`src/rtl/jk_bank_driver.sv`:
```
// jk_bank_driver: loads an arbitrary target pattern into a bank of external
// JK flip-flops. It computes per-bit J/K excitation from the bank's present Q,
// drives the bank for one clock, reads Q back and retries on mismatch.
module jk_bank_driver #(
  parameter int   WIDTH     = 4,
  parameter logic DC_VAL    = 1'b0,
  parameter int   MAX_RETRY = 2
) (
  input  logic             clk,
  input  logic             rst_n,
  input  logic             req_valid,
  output logic             req_ready,
  input  logic [WIDTH-1:0] req_target,
  input  logic [WIDTH-1:0] q_in,
  output logic [WIDTH-1:0] j_out,
  output logic [WIDTH-1:0] k_out,
  output logic             busy,
  output logic             done,
  output logic             err,
  output logic [WIDTH-1:0] result_q
);

  typedef enum logic [1:0] {
    IDLE  = 2'd0,
    APPLY = 2'd1,
    HOLD  = 2'd2,
    CHECK = 2'd3
  } state_t;

  localparam logic [2:0] MAX_RETRY_C = 3'(MAX_RETRY);

  state_t           state_r, state_s;
  logic [WIDTH-1:0] j_r, j_s;
  logic [WIDTH-1:0] k_r, k_s;
  logic             done_r, done_s;
  logic             err_r, err_s;
  logic [WIDTH-1:0] result_r, result_s;
  logic [2:0]       retry_r, retry_s;
  logic [WIDTH-1:0] target_r, target_s;

  // JK excitation: a Q=0 bit only needs J (K is don't-care), a Q=1 bit only
  // needs K (J is don't-care). Result is packed as {J, K}.
  function automatic logic [2*WIDTH-1:0] jk_excite(input logic [WIDTH-1:0] q,
                                                    input logic [WIDTH-1:0] t);
    logic [WIDTH-1:0] dc;
    logic [WIDTH-1:0] jv;
    logic [WIDTH-1:0] kv;
    dc = {WIDTH{DC_VAL}};
    jv = (~q & t)  | (q & dc);
    kv = (q & ~t)  | (~q & dc);
    return {jv, kv};
  endfunction

  // FSM state register
  always_ff @(posedge clk or negedge rst_n) begin
    if (!rst_n) begin
      state_r <= IDLE;
    end else begin
      state_r <= state_s;
    end
  end

  // Datapath registers: excitation drive, status pulses, readback, retry, target
  always_ff @(posedge clk or negedge rst_n) begin
    if (!rst_n) begin
      j_r      <= '0;
      k_r      <= '0;
      done_r   <= 1'b0;
      err_r    <= 1'b0;
      result_r <= '0;
      retry_r  <= 3'd0;
      target_r <= '0;
    end else begin
      j_r      <= j_s;
      k_r      <= k_s;
      done_r   <= done_s;
      err_r    <= err_s;
      result_r <= result_s;
      retry_r  <= retry_s;
      target_r <= target_s;
    end
  end

  // Next-state and next-register decode; excitation is only ever loaded on
  // leaving APPLY, so the bank sees nonzero J/K solely during HOLD.
  always_comb begin
    state_s  = state_r;
    j_s      = '0;
    k_s      = '0;
    done_s   = 1'b0;
    err_s    = 1'b0;
    result_s = result_r;
    retry_s  = retry_r;
    target_s = target_r;
    case (state_r)
      IDLE: begin
        if (req_valid) begin
          target_s = req_target;
          retry_s  = 3'd0;
          state_s  = APPLY;
        end else begin
          state_s  = IDLE;
        end
      end
      APPLY: begin
        {j_s, k_s} = jk_excite(q_in, target_r);
        state_s    = HOLD;
      end
      HOLD: begin
        state_s = CHECK;
      end
      CHECK: begin
        result_s = q_in;
        if (q_in == target_r) begin
          done_s  = 1'b1;
          state_s = IDLE;
        end else if (retry_r < MAX_RETRY_C) begin
          retry_s = retry_r + 3'd1;
          state_s = APPLY;
        end else begin
          err_s   = 1'b1;
          state_s = IDLE;
        end
      end
      default: begin
        state_s = IDLE;
      end
    endcase
  end

  assign req_ready = (state_r == IDLE);
  assign busy      = (state_r != IDLE);
  assign j_out     = j_r;
  assign k_out     = k_r;
  assign done      = done_r;
  assign err       = err_r;
  assign result_q  = result_r;

endmodule

```
`config.mk`:
```
export PLATFORM = sky130hd
export DESIGN_NAME = jk_bank_driver
export DESIGN_NICKNAME = d
export VERILOG_FILES = /design/src/rtl/jk_bank_driver.sv
export SDC_FILE = /design/constraint.sdc
export NUM_CORES = 1
export LEC_CHECK = 0
export BUFFER_PORTS_ARGS = -buffer_cell sky130_fd_sc_hd__buf_4
export CAP_MARGIN = 10
export CORE_ASPECT_RATIO = 1.25
export CORE_MARGIN = 2
export CORE_UTILIZATION = 45
export CTS_CLUSTER_DIAMETER = 200
export DETAILED_ROUTE_END_ITERATION = 16
export GPL_TIMING_DRIVEN = 0
export HOLD_SLACK_MARGIN = 0.03
export PLACE_DENSITY = 0.72
export SYNTH_ARGS = -nofsm -noshare
export SYNTH_HDL_FRONTEND = slang
export SYNTH_SLANG_ARGS = --single-unit
```
`constraint.sdc`:
```
create_clock -name clk -period 1.85 [get_ports clk]
set_clock_uncertainty 0.1 [all_clocks]
set_input_delay 0.555 -clock clk [delete_from_list [all_inputs] [get_ports clk]]
set_output_delay 0.555 -clock clk [all_outputs]
set_load 0.01 [all_outputs]
```
## Word level (Yosys, flattened, before mapping)

Cells that the tools add are included.

| word-level totals | value |
|---|---|
| flip-flop bits (word level) | 23 |
| output and inout port bits | 16 |
| bits of input ports | 11 |

| operators by class | value |
|---|---|
| magnitude comparators | 1 |
| mux-type cells | 15 |
| reduce and logical (&&, ||, !) cells | 5 |
| eq/ne operators | 7 |
| bitwise gates (word level) | 4 |
| add/subtract/negate cells | 1 |

Operator list:

| cell | count |
|---|---|
| $mux W3 | 3 |
| $and A4 B4 Y4 | 2 |
| $mux W1 | 8 |
| $mux W4 | 2 |
| $not A4 Y4 | 2 |
| $pmux W2 S4 | 1 |
| $ne A2 B2 Y1 const B | 3 |
| $pmux W3 S2 | 1 |
| $eq A2 B2 Y1 const B | 2 |
| $eq A4 B4 Y1 | 1 |
| $reduce_and A4 Y1 | 1 |
| $reduce_bool A2 Y1 | 2 |
| $add A3 B1 Y3 const B | 1 |
| $lt A3 B2 Y1 const B | 1 |
| $eq A2 B1 Y1 const B | 1 |
| $logic_not A2 Y1 | 1 |
| $reduce_and A2 Y1 | 1 |

## Logic depth before layout (Yosys ltp)

| depth | value |
|---|---|
| word-level depth | 4 |
| depth in mapped cells | 5 |

## Worst setup path after synthesis

Ideal clock, no wire load.

| timing | value |
|---|---|
| path type | input to register |
| from | input port q_in[2] |
| to | register retry_r[0] |
| cell stages on the path | 5 |
| library setup time | 126 ps |
| arrival time | 1,469 ps |
| path slack | 155 ps |
| cells stage by stage | inv_1 -> ha_1 -> nand4_2 -> and3_1 -> a221o_1 |

| on the way | value |
|---|---|
| word-level cells in the longest chain between the ends | 3 |

RTL lines:

| element | RTL line | text |
|---|---|---|
| from (decl) | 14 | `input logic [WIDTH-1:0] q_in,` |
| $eq A4 B4 Y1 | 114 | `if (q_in == target_r) begin` |
| $ne A2 B2 Y1 (no source line) | - |  |
| $reduce_and A4 Y1 (no source line) | - |  |
| to (signal assigned) | 79 | `retry_r <= retry_s;` |
| to (decl) | 38 | `logic [2:0] retry_r, retry_s;` |

No other way between the ends.
A chain may end at the register's enable or synchronous reset.

## Worst setup path after layout

| timing | value |
|---|---|
| from | register state_r[0] |
| to | output port busy |

| on the way | value |
|---|---|
| word-level cells in the longest chain between the ends | 1 |

RTL lines:

| element | RTL line | text |
|---|---|---|
| from (decl) | 32 | `state_t state_r, state_s;` |
| from (signal assigned) | 59 | `state_r <= state_s;` |
| $reduce_bool A2 Y1 | 132 | `assign busy = (state_r != IDLE);` |
| to (decl) | 17 | `output logic busy,` |

No other way between the ends.

==> metrics.md <==
| Metric | Value |
|---|---|
| VDD IR max | `0.765 mV` |
| Metal3 WL | `52 um` |
| Routed Antenna Nets | `0` |
| Placed wire-length estimate | `1280 um` |
| Post-synth EDFFs | `0` |
| Initial Utilization | `47.4%` |
| Top Ports | `27` |
| Die W | `46.9 um` |
| Main flop type after synthesis | `dfrtp_1` |
| Worst EP arrival | `1130 ps` |
| Max layer used | `met4` |
| Slew @ Worst Pin | `357 ps` |
| FILL cells | `199` |
| Crit start category | `flop` |
| Critical path type | `flop to primary output` |
| Most frequent cell after synthesis | `dfrtp_1` |
| Hold Slack | `374 ps` |
| Final setup violation count | `0` |
| Die area | `0.00270 sq mm` |
| Post-Syn Area | `0.00104 sq mm` |
| Fmax | `0.561 GHz` |
| RD Place Congestion | `0.753` |
| Dpl ws | `-59.0 ps` |
| Mapped Nets | `107` |
| Vias in the first global route | `630` |
| RSZ-0062 raised after global routing | `false` |
| WL/cell | `11.7 um` |
| Worst Path Max Fanout | `5` |
| Pwr per Cell Area | `1400 mW/mm^2` |
| Synth cell count leaders | `dfrtp_1, ha_1, inv_1` |
| Global-route wire length before repair | `2790 um` |
| Site row count | `19` |
| Setup WS post-layout | `68.9 ps` |
| Detailed-route wire length | `1760 um` |
| Syn avg cell area | `12.3 sq um` |
| Metal-1 WL | `751 um` |
| CTS buffer count | `3` |
| H-Tree Depth | `1` |
| Status | `finished, final reports clean` |
| Sw Ratio | `35.1%` |
| Final net count | `143` |
| Relative slew slack | `76.1%` |
| Clk pwr share | `12.0%` |
| Largest cells by area after synthesis | `dfrtp_1, ha_1, mux2_2` |
| Number of port buffers | `26` |
| Seq pwr share | `41.0%` |
| Antenna cells | `0` |
| CTS tree | `done` |
| Synth warnings | `0` |
| CTS root buffer | `clkbuf_4` |
| Psw | `663 uW` |
| Clock Pin Slew Worst Setup and Hold Paths | `130 ps` |
| Die Height | `57.6 um` |
| Slew Limit Fails | `0` |
| Yosys cell types | `18` |
| GRT overflow | `0` |
| Maximum Capacitance Violations | `0` |
| Async S/R FF share, synth | `100%` |
| Multi-input gate area | `423 sq um` |
| Via count | `701` |
| Met2 Wirelength | `940 um` |
| Period minus WS final | `1780 ps` |
| Sequential cell area | `576 sq um` |
| Syn Inst Count | `84` |
| Leakage | `0.000710 uW` |
| Post-synthesis sequential area ratio | `55.6%` |
| Clk_lat worst skew | `300 ps` |
| Area grow syn2layout | `30.3%` |
| Yosys top cell by area | `dfrtp_1` |
| Initial antenna violation count | `0` |
| Number of synthesized register bits | `23` |
| Final hold viol count | `0` |
| Hold Crit Class | `primary input to flop` |
| Drc violations | `0` |
| GRT Overall Usage | `14.3%` |
| Yosys top cell area share | `55.6%` |
| Period utilization | `96.3%` |
| Layout cell share with drive strength beyond 1 | `39.5%` |
| Pin count of the biggest net entering global routing | `24` |
| CTS Sinks | `23` |
| Data required, critical path | `1190 ps` |
| Vias/cell | `4.67` |
| CP endpoint kind | `primary output` |
| Detailed Routing Iterations Pass 1 | `2` |
| Core Area | `0.00219 sq mm` |
| DRT iter0 DRCs | `3` |
| Comb pwr share | `47.0%` |
| Internal power | `1230 uW` |
| Maximum clock path buffer count | `2` |
## cells in the final DEF (no fill, tap or decap), types with 3 or more instances in the layout
cell and instances:
mux2_2 8, clkbuf_4 3, inv_1 10, a21oi_1 3, nor2_1 5, ha_1 11, dfrtp_1 23, buf_4 30
and2_1 8
## metal layers
layer | up-vias | GRT usage, %
met5 | - | 0
met4 | 0 | 5.16
met3 | 2 | 2.80
met2 | 13 | 23.3
met1 | 342 | 18.6
li1 | 344 | -
## power by group through the flow
| stage | Clock (uW) | Combinational [uW] | Sequential (uW) |
|---|---|---|---|
| final | 227 | 888 | 776 |
| after global routing | 252 | 991 | 796 |
| after CTS | 236 | 844 | 773 |
| after detailed placement | 0 | 791 | 793 |
| after global placement | 0 | 761 | 779 |
| after floorplan | 0 | 457 | 813 |
## final cells by class
cell class / count / area share (%)
inverters: 12 / 3.34
plain buffers: 1 / 0.371
repair buffers: 31 / 17.4
clock inverters: 1 / 0.371
well taps: 31 / 2.87
flip-flops and latches: 23 / 42.6
clock buffers: 3 / 1.67
multi-input cells: 48 / 31.3
## flip-flops by register name (all words and copies together), names as in the netlist
name,flops
j_out,4
k_out,4
result_q,4
target_r,4
retry_r,3
state_r,2
done,1
err,1
## worst max-delay path, cell delays in order (launching register included)
cell and delay, ps:
dfrtp_1 430, inv_2 80, ha_4 150, inv_1 40, buf_4 130
## through the flow
step / cell area (sq um) / total power, uW / cells / setup TNS, ps / utilization [%]
floorplan: 1040 / 1270 / 84 / 0 / -
global placement: 1270 / 1540 / 141 / -32.0 / 58.1
global route: 1350 / 2040 / 150 / 0 / 61.7
finish: 1350 / 1890 / 150 / 0 / 61.7
detailed placement: 1270 / 1580 / 141 / -59.0 / 58.1
CTS: 1330 / 1850 / 147 / 0 / 60.7
## worst paths after layout
check                         endpoint  slack [ps]  depth (start not counted)          start
min reg2reg                result_q[0]         420                          1    result_q[0]
min                        target_r[3]         370                          2  req_target[3]
min in group asynchronous     j_out[2]         560                          2          rst_n
max in group asynchronous  target_r[0]         870                          2          rst_n
max                               busy          70                          4     state_r[0]
max reg2reg                 retry_r[0]         200                          6     state_r[0]
## what timing repair did
item	in CTS	in global routing
resized for setup	2	2
setup endpoints to repair	2	2
pin swaps	0	0
buffers inserted	1	3
endpoints found under the hold margin	23	0
hold buffers	1	0
## cell families (layout without fill, tap and decap cells)
| logic type | Yosys count | in the layout | share of synthesized area, % |
|---|---|---|---|
| compound gates | 8 | 8 | 5.31 |
| fa+ha+maj | 12 | 12 | 14.5 |
| buf+inv | 13 | 48 | 4.83 |
| flops | 23 | 23 | 55.6 |
| mux | 8 | 8 | 8.70 |
| simple gates | 20 | 20 | 11.1 |
Power figures use the tool's default switching activity.
